`config.mk`:
```
export PLATFORM = sky130hd
export DESIGN_NAME = w5_mem_writer
export DESIGN_NICKNAME = d
export VERILOG_FILES = /design/src/rtl/w5_mem_writer_pkg.sv /design/src/rtl/w5_mem_writer_count256.sv /design/src/rtl/w5_mem_writer.sv
export SDC_FILE = /design/constraint.sdc
export NUM_CORES = 1
export LEC_CHECK = 0
export CORE_MARGIN = 2
export CORE_UTILIZATION = 30
export DETAILED_ROUTE_END_ITERATION = 10
export GPL_ROUTABILITY_DRIVEN = 0
export PLACE_DENSITY = 0.63
export SLEW_MARGIN = 10
export SYNTH_ARGS = -nofsm -noshare
export SYNTH_HDL_FRONTEND = slang
export SYNTH_HIERARCHICAL = 1
export SYNTH_SLANG_ARGS = --single-unit
```
`constraint.sdc`:
```
create_clock -name clk -period 3.7 [get_ports clk]
set_input_delay 0.74 -clock clk [delete_from_list [all_inputs] [get_ports clk]]
set_output_delay 0.74 -clock clk [all_outputs]
set_load 0.05 [all_outputs]
```
`src/rtl/w5_mem_writer_pkg.sv`:
```
// Shared weight-memory definitions used by the writer and the reader cells.
package w_pkg;
    localparam int NBANK  = 16;
    localparam int DEPTH  = 16;
    localparam int DW     = 8;
    localparam int AW     = 4;
    localparam int NWORDS = NBANK * DEPTH;
    localparam int KW     = 8;

    typedef enum logic [1:0] {
        IDLE = 2'd0,
        WAIT = 2'd1,
        LOAD = 2'd2,
        FIN  = 2'd3
    } state_t;
endpackage

```
`src/rtl/w5_mem_writer_count256.sv`:
```
// Word counter for one kernel load: clear wins over enable, wraps at 256.
module count256
    import w_pkg::*;
(
    input  logic          clk,
    input  logic          xrst,
    input  logic          clr,
    input  logic          en,
    output logic [KW-1:0] k,
    output logic          last
);
    logic [KW-1:0] k_q, k_d;

    always_comb begin
        k_d = k_q;
        if (clr) begin
            k_d = '0;
        end else if (en) begin
            k_d = k_q + 1'b1;
        end
    end

    always_ff @(posedge clk) begin
        if (xrst) begin
            k_q <= '0;
        end else begin
            k_q <= k_d;
        end
    end

    assign k    = k_q;
    assign last = (k_q == KW'(NWORDS - 1));
endmodule

```
`src/rtl/w5_mem_writer.sv`:
```
// Streams one 256-word kernel into the 16 weight banks, bank index fastest.
// One-cycle registered write path; start is held off while readers are sweeping.
module w5_mem_writer #(
    parameter int NBANK = 16,
    parameter int DEPTH = 16,
    parameter int DW    = 8
) (
    input  logic             clk,
    input  logic             xrst,
    input  logic             start,
    input  logic             rd_busy,
    input  logic             s_valid,
    input  logic [DW-1:0]    s_data,
    output logic             s_ready,
    output logic [NBANK-1:0] wr_en,
    output logic [$clog2(DEPTH)-1:0] wr_addr,
    output logic [DW-1:0]    wr_data,
    output logic             busy,
    output logic             done,
    output logic             kernel_valid
);
    import w_pkg::*;

    localparam int BW = $clog2(NBANK);
    localparam int AWL = $clog2(DEPTH);

    state_t           state_q, state_d;
    logic             s_ready_q, s_ready_d;
    logic [NBANK-1:0] wr_en_q, wr_en_d;
    logic [AWL-1:0]   wr_addr_q, wr_addr_d;
    logic [DW-1:0]    wr_data_q, wr_data_d;
    logic             busy_q, busy_d;
    logic             done_q, done_d;
    logic             kv_q, kv_d;

    logic [KW-1:0]    k;
    logic             k_last;
    logic             accept;
    logic             load_entry;
    logic             start_ok;

    count256 u_count (
        .clk  (clk),
        .xrst (xrst),
        .clr  (load_entry),
        .en   (accept),
        .k    (k),
        .last (k_last)
    );

    assign accept     = s_ready_q && s_valid;
    // The done cycle is already IDLE; a start landing on it belongs to the finished load.
    assign start_ok   = start && !done_q;
    assign load_entry = (state_d == LOAD) && (state_q != LOAD);

    always_comb begin
        state_d = state_q;
        case (state_q)
            IDLE: begin
                if (start_ok) begin
                    state_d = rd_busy ? WAIT : LOAD;
                end
            end
            WAIT: begin
                if (!rd_busy) begin
                    state_d = LOAD;
                end
            end
            LOAD: begin
                if (accept && k_last) begin
                    state_d = FIN;
                end
            end
            FIN:     state_d = IDLE;
            default: state_d = IDLE;
        endcase
    end

    always_comb begin
        wr_en_d   = '0;
        wr_addr_d = wr_addr_q;
        wr_data_d = wr_data_q;
        if (accept) begin
            wr_en_d   = NBANK'(1) << k[BW-1:0];
            wr_addr_d = k[BW +: AWL];
            wr_data_d = s_data;
        end
        s_ready_d = (state_d == LOAD);
        busy_d    = (state_d == WAIT) || (state_d == LOAD);
        done_d    = (state_q == FIN);
        kv_d      = kv_q;
        if (load_entry) begin
            kv_d = 1'b0;
        end else if (state_q == FIN) begin
            kv_d = 1'b1;
        end
    end

    always_ff @(posedge clk) begin
        if (xrst) begin
            state_q   <= IDLE;
            s_ready_q <= 1'b0;
            wr_en_q   <= '0;
            wr_addr_q <= '0;
            wr_data_q <= '0;
            busy_q    <= 1'b0;
            done_q    <= 1'b0;
            kv_q      <= 1'b0;
        end else begin
            state_q   <= state_d;
            s_ready_q <= s_ready_d;
            wr_en_q   <= wr_en_d;
            wr_addr_q <= wr_addr_d;
            wr_data_q <= wr_data_d;
            busy_q    <= busy_d;
            done_q    <= done_d;
            kv_q      <= kv_d;
        end
    end

    assign s_ready      = s_ready_q;
    assign wr_en        = wr_en_q;
    assign wr_addr      = wr_addr_q;
    assign wr_data      = wr_data_q;
    assign busy         = busy_q;
    assign done         = done_q;
    assign kernel_valid = kv_q;
endmodule

```
==> impl_metrics.py, run 1 <==
metrics = {
    "logic_synthesis": {
        "yosysTopAreaCellShare_pct": 57.4,
        "synth-edff-count": 0,
        "postSynthCellCount": 157,
        "synth_top_family_by_area": "simple AND/OR/NAND/NOR gates",
        "avgSynthCellArea_um2": 9.32,
        "yosys_register_bits": 42,
        "yosys_warnings": 6,
        "synth_area_um2": 1460,
        "muxShareOfSynthArea_pct": 0.684,
        "synth_compound_area_share_pct": 8.55,
        "synth.distinct_cells": 29,
        "yosys-top-cells-count": "dfxtp_1, nand2_1, nor2_1",
        "async_flop_share_pct": 0,
        "yosysMostFrequentCell": "dfxtp_1",
        "synth_fa_ha_area_share_pct": 1.71,
        "synth_simple_gate_area_share_pct": 27.2,
        "synthFlopType": "dfxtp_1",
        "synth_fp_nets": 172,
        "ys_top_cells_by_area": "dfxtp_1, nand2_1, a21oi_1",
        "seq_area_frac_synth_pct": 57.4,
        "synth_xor_area_share_pct": 2.39,
        "post-synth-top-area-cell": "dfxtp_1",
    },
    "critical_path": {
        "crit_arrival_ns": 2.69,
        "r2r-end": "u_count/k[7]$_SDFFE_PP0P_",
        "r2r_start": "u_count/k[0]$_SDFFE_PP0P_",
        "r2r_setup_slack_ns": 1.42,
        "cp.required_ns": 3.92,
        "cp-end-kind": "flip-flop",
        "cp_max_fo": 16,
        "rr_worst_depth": 9,
        "setup.worst_path.class": "primary input to flip-flop",
        "cp-start-kind": "primary input",
    },
    "route": {
        "drc_errors": 0,
        "routed_wl_mm": 2.89,
        "vias_per_cell": 4.31,
        "final_antenna_net_count": 0,
        "wl_per_cell_um": 10.6,
        "drt_iter0_drc": 54,
        "drt-pass1-iter-count": 4,
        "vias": 1173,
    },
    "grt": {
        "antenna_found_initial": 0,
        "grt_pass1_wl_mm": 4.86,
        "gr-usage-all-layers_pct": 11.7,
        "grt_pass1_vias": 1062,
        "grt_overflow": 0,
        "grt_max_degree": 25,
    },
    "worst_hold_path": {
        "hold_end": "wr_data[6]$_SDFFE_PP0N_",
        "hold_class": "flip-flop to flip-flop",
        "min_from": "wr_data[6]$_SDFFE_PP0N_",
        "hold_depth": 2,
    },
    "die": {
        "num_rows": 25,
        "die_w_um": 73.9,
        "dieArea_um2": 5450,
        "start_util_pct": 31.0,
        "die_y_um": 73.9,
        "core_um2": 4720,
        "num_io_pins": 45,
    },
    "layout": {
        "final_cells": 272,
        "diodes": 0,
        "multi_input_area_um2": 593,
        "syn_to_final_growth_pct": 40.9,
        "regArea_um2": 841,
        "layout-drive-gt1-share_pct": 8.29,
        "fillers": 480,
        "nets": 219,
    },
    "sta": {
        "rsz0062_at_grt": "false",
        "finalHoldViolations": 0,
        "slew_headroom_pct": 65.6,
        "slew_violations": 0,
        "period_needed_ns": 2.47,
        "fmax_mhz": 405,
        "fin_crit_sh_pct": 66.8,
        "tns_ns": 0,
        "worstMarginPinSlew_ns": 0.514,
        "finalClockSkew_ns": 0.00543,
        "worst_slack_ns": 1.23,
        "setup_viol": 0,
    },
    "clock_network": {
        "htreeDepth": 2,
        "cts.clk_slew.worst_paths_ns": 0.08,
        "hold_buffers": 0,
        "cts_setup_buffers": 0,
        "cts_tree": "done",
        "root_buffer": "clkbuf_8",
        "cts_resized": 0,
        "clkLatencyLatePin_ns": 0.28,
        "clock_path_buffers": 2,
        "cts.sinks": 42,
        "cts_made_buffers": 5,
    },
    "placement": {
        "dp_slack_ns": 0.943,
        "portBuffers": 44,
        "dp_cells": 264,
        "post-dp-hpwl_mm": 2.00,
    },
    "pwr": {
        "leakagePower_nw": 0.710,
        "vdd_drop_max_uv": 238,
        "finalPower_uw": 817,
        "p_per_area_nw_per_um2": 396,
    },
    "outcome": {
        "status": "completed",
    },
    "run": {
        "max_cap_viol_count": 0,
    },
}
## cell type report
class                           instances  area share [%]
Clock buffer                            6            3.52
Timing Repair Buffer                   46            22.1
Sequential cell                        42            40.8
Tap cell                               67            4.06
Multi-Input combinational cell        108            28.7
Clock inverter                          2           0.667
Inverter                                1           0.182
## cells by family (layout without fill, tap and decap cells)
group	after synthesis	count (layout)
AND/OR/NAND/NOR	78	78
flip-flops	42	42
AO/OA/AOI/OAI	23	23
buffers and inverters	7	55
XOR/XNOR	4	4
adder cells (fa/ha/maj)	2	2
multiplexers	1	1
## placed cells by master, fill, tap and decap left out
master           instances
or4_4                    1
nor3_1                   3
or4b_4                   2
or2_2                    1
nor2_1                  20
o21ai_0                  4
nand4_2                  1
a2111oi_0                1
nand4b_1                 1
nand2_2                  1
nand4_1                  3
dfxtp_1                 42
nand2b_1                 3
and2_1                   1
a21oi_1                 16
clkinv_2                 1
buf_4                    2
o32ai_1                  1
clkbuf_1                 1
clkdlybuf4s50_1         44
or3_1                    3
nor2b_1                  5
clkbuf_8                 5
inv_1                    1
nor3_2                   2
ha_1                     2
xnor2_1                  1
mux2i_1                  1
a211oi_1                 1
nand3_1                  4
clkinv_4                 1
xor2_1                   3
nand2_1                 27
## metrics by stage
step	cell area [um^2]	hold slack, ns	utilization (%)
detailed placement	1980	0.447	41.9
finish	2060	0.455	43.7
global placement	1980	0.443	41.9
CTS	2060	0.457	43.7
global route	2060	0.484	43.7
floorplan	1460	0.450	-
## worst max-delay path, stage by stage
cell	delay [ns]
clkdlybuf4s50_1	0.47
nand2_2	0.20
inv_1	0.14
nand3_1	0.10
and2_1	0.17
ha_1	0.21
nor2b_1	0.14
or2_2	0.37
a21oi_1	0.13
## layer usage
layer | part of all wire [%] | vias to the layer above | track usage, %
met5 | 0 | - | 0
met4 | 1.1 | 0 | 4.24
met3 | 5.0 | 5 | 4.53
met2 | 45 | 30 | 17.3
met1 | 49 | 514 | 15.5
li1 | - | 624 | -
## power by group
part,internal (mW),total (mW),switching [mW],leakage (nW)
Combinational,0.0306,0.0721,0.0415,0.326
Clock,0.133,0.280,0.147,0.0452
Sequential,0.459,0.465,0.00595,0.339
## how the worst max path moves through the flow
stage / startpoint / endpoint / slack, ns
2_1_floorplan: s_valid / u_count/k[5]$_SDFFE_PP0P_ / 1.54
3_3_place_gp: s_valid / u_count/k[5]$_SDFFE_PP0P_ / 1.01
3_5_place_dp: s_valid / u_count/k[7]$_SDFFE_PP0P_ / 0.94
4_1_cts: s_valid / u_count/k[7]$_SDFFE_PP0P_ / 1.24
5_1_grt: s_valid / u_count/k[7]$_SDFFE_PP0P_ / 1.12
6_report: s_valid / u_count/k[7]$_SDFFE_PP0P_ / 1.23
## registers in the layout (all words and copies together) (netlist names)
| register | flops |
|---|---|
| done | 1 |
| wr_addr | 4 |
| wr_en | 16 |
| wr_data | 8 |
| u_count/k | 8 |
| state_q | 2 |
| s_ready | 1 |
| kernel_valid | 1 |
| busy | 1 |
Note: power is estimated with default switching activity, not from simulation.
==> run 2: changes to the inputs <==
--- a/config.mk
+++ b/config.mk
@@ -9,7 +9,7 @@
 export CORE_UTILIZATION = 30
 export DETAILED_ROUTE_END_ITERATION = 10
 export GPL_ROUTABILITY_DRIVEN = 0
-export PLACE_DENSITY = 0.63
+export PLACE_DENSITY = 0.65
 export SLEW_MARGIN = 10
 export SYNTH_ARGS = -nofsm -noshare
 export SYNTH_HDL_FRONTEND = slang
==> constraint.sdc (replaced) <==
create_clock -name clk -period 2.2 [get_ports clk]
set_input_delay 0.44 -clock clk [delete_from_list [all_inputs] [get_ports clk]]
set_output_delay 0.44 -clock clk [all_outputs]
set_load 0.05 [all_outputs]
==> impl_metrics.py, run 2 (synthesis results as in run 1) <==
metrics = {
    "outcome": {
        "status": "completed",
    },
    "die": {
        "core_um2": 4720,
        "num_io_pins": 45,
        "die_w_um": 73.9,
        "num_rows": 25,
        "dieArea_um2": 5450,
        "start_util_pct": 31.0,
        "die_y_um": 73.9,
    },
    "route": {
        "drc_errors": 0,
        "vias_per_cell": 4.31,
        "wl_per_cell_um": 10.7,
        "final_antenna_net_count": 0,
        "drt_iter0_drc": 40,
        "vias": 1208,
        "drt-pass1-iter-count": 4,
        "routed_wl_mm": 2.99,
    },
    "clock_network": {
        "hold_buffers": 0,
        "cts_resized": 0,
        "root_buffer": "clkbuf_8",
        "cts.clk_slew.worst_paths_ns": 0.08,
        "clkLatencyLatePin_ns": 0.29,
        "cts_tree": "done",
        "clock_path_buffers": 2,
        "cts.sinks": 42,
        "htreeDepth": 2,
        "cts_made_buffers": 5,
        "cts_setup_buffers": 0,
    },
    "critical_path": {
        "cp-end-kind": "flip-flop",
        "crit_top_cell": "nor2b_1",
        "cpMaxStageDelayCell": "clkdlybuf4s50_1",
        "rr_worst_depth": 8,
        "setup.worst_path.class": "primary input to flip-flop",
        "cp.required_ns": 2.42,
        "r2r_setup_slack_ns": 0.31,
        "path_cells": "clkdlybuf4s50_1 -> nor2b_1 -> o21ai_0 -> and2_1 -> ha_1 -> nor2b_1 -> or2_2 -> a21oi_1",
        "r2r_start": "u_count/k[4]$_SDFFE_PP0P_",
        "max_stage_delay_ns": 0.44,
        "cp_max_fo": 8,
        "cp-start-kind": "primary input",
        "r2r-end": "u_count/k[7]$_SDFFE_PP0P_",
        "crit_arrival_ns": 2.15,
    },
    "sta": {
        "worst_slack_ns": 0.273,
        "slew_violations": 0,
        "worstMarginPinSlew_ns": 0.520,
        "setup_viol": 0,
        "tns_ns": 0,
        "rsz0062_at_grt": "false",
        "finalClockSkew_ns": 0.00659,
        "period_needed_ns": 1.93,
        "fin_crit_sh_pct": 87.6,
        "finalHoldViolations": 0,
        "fmax_mhz": 519,
        "slew_headroom_pct": 65.2,
    },
    "placement": {
        "post-dp-hpwl_mm": 2.08,
        "portBuffers": 44,
        "dp_slack_ns": -0.0201,
    },
    "layout": {
        "nets": 227,
        "layout_common_cells": "clkdlybuf4s50_1, dfxtp_1, nand2_1",
        "final_common_cell": "clkdlybuf4s50_1",
        "syn_to_final_growth_pct": 45.0,
        "layout-drive-gt1-share_pct": 11.7,
        "largest_register_ffs": 16,
        "diodes": 0,
    },
    "grt": {
        "grt_pass1_vias": 1106,
        "grt_max_degree": 22,
        "antenna_found_initial": 0,
        "grt_pass1_wl_mm": 4.80,
        "grt_overflow": 0,
        "gr-usage-all-layers_pct": 11.6,
    },
    "worst_hold_path": {
        "min_from": "wr_data[6]$_SDFFE_PP0N_",
        "hold_class": "flip-flop to flip-flop",
        "hold_depth": 2,
        "hold_end": "wr_data[6]$_SDFFE_PP0N_",
    },
    "run": {
        "max_cap_viol_count": 0,
    },
    "pwr": {
        "p_per_area_nw_per_um2": 653,
        "vdd_drop_max_uv": 314,
        "leakagePower_nw": 0.752,
    },
}
==> run 2: changes by cell type in the layout (fill, tap and decap cells not counted) <==
cell	change
buf_4	+8
==> run 2: how the worst max path moves through the flow <==
stage	from	depth (start not counted)	to	slack [ns]
5_1_grt	u_count/k[0]$_SDFFE_PP0P_	9	u_count/k[1]$_SDFFE_PP0P_	0.14
4_1_cts	s_ready$_SDFF_PP0_	1	s_ready	0.28
6_report	start	8	u_count/k[7]$_SDFFE_PP0P_	0.27
3_3_place_gp	s_valid	9	u_count/k[5]$_SDFFE_PP0P_	-0.01
2_1_floorplan	s_ready$_SDFF_PP0_	9	u_count/k[5]$_SDFFE_PP0P_	0.06
3_5_place_dp	start	8	u_count/k[1]$_SDFFE_PP0P_	-0.02
==> run 2: final cells by class <==
type	count	area, um^2
fill	474	2600
sequential	42	841
multi-input combinational	108	593
timing repair buffer	54	515
tap	67	83.8
clock buffer	6	72.6
clock inverter	2	13.8
inverter	1	3.75
==> run 2: metrics by stage <==
stage / cells / hold WS, ns / area (um^2) / total power [mW] / util, %
2_1_floorplan: 157 / 0.450 / 1460 / 0.871 / -
3_3_place_gp: 272 / 0.441 / 2040 / 0.932 / 43.1
3_5_place_dp: 272 / 0.446 / 2040 / 0.932 / 43.1
4_1_cts: 280 / 0.457 / 2120 / 1.41 / 45.0
5_1_grt: 280 / 0.477 / 2120 / 1.45 / 45.0
6_report: 280 / 0.454 / 2120 / 1.39 / 45.0
==> run 2: metal layers <==
| metal | part of all wire [%] | GRT usage, % |
|---|---|---|
| met5 | 0 | 0 |
| met4 | 1.3 | 5.25 |
| met3 | 5.2 | 4.25 |
| met2 | 45 | 18.4 |
| met1 | 48 | 13.9 |
==> run 2: critical path: cells and delay by family <==
kind	cells	cell delay (ns)
AND/OR/NAND/NOR	4	0.82
adder cells (fa/ha/maj)	1	0.20
buffers and inverters	1	0.44
AO/OA/AOI/OAI	2	0.25
==> run 2: power breakdown <==
part	leakage [nW]	switching (mW)	internal [mW]
clock network	0.0452	0.251	0.224
registers	0.339	0.00763	0.771
logic	0.367	0.0737	0.0596
total	0.752	0.333	1.05
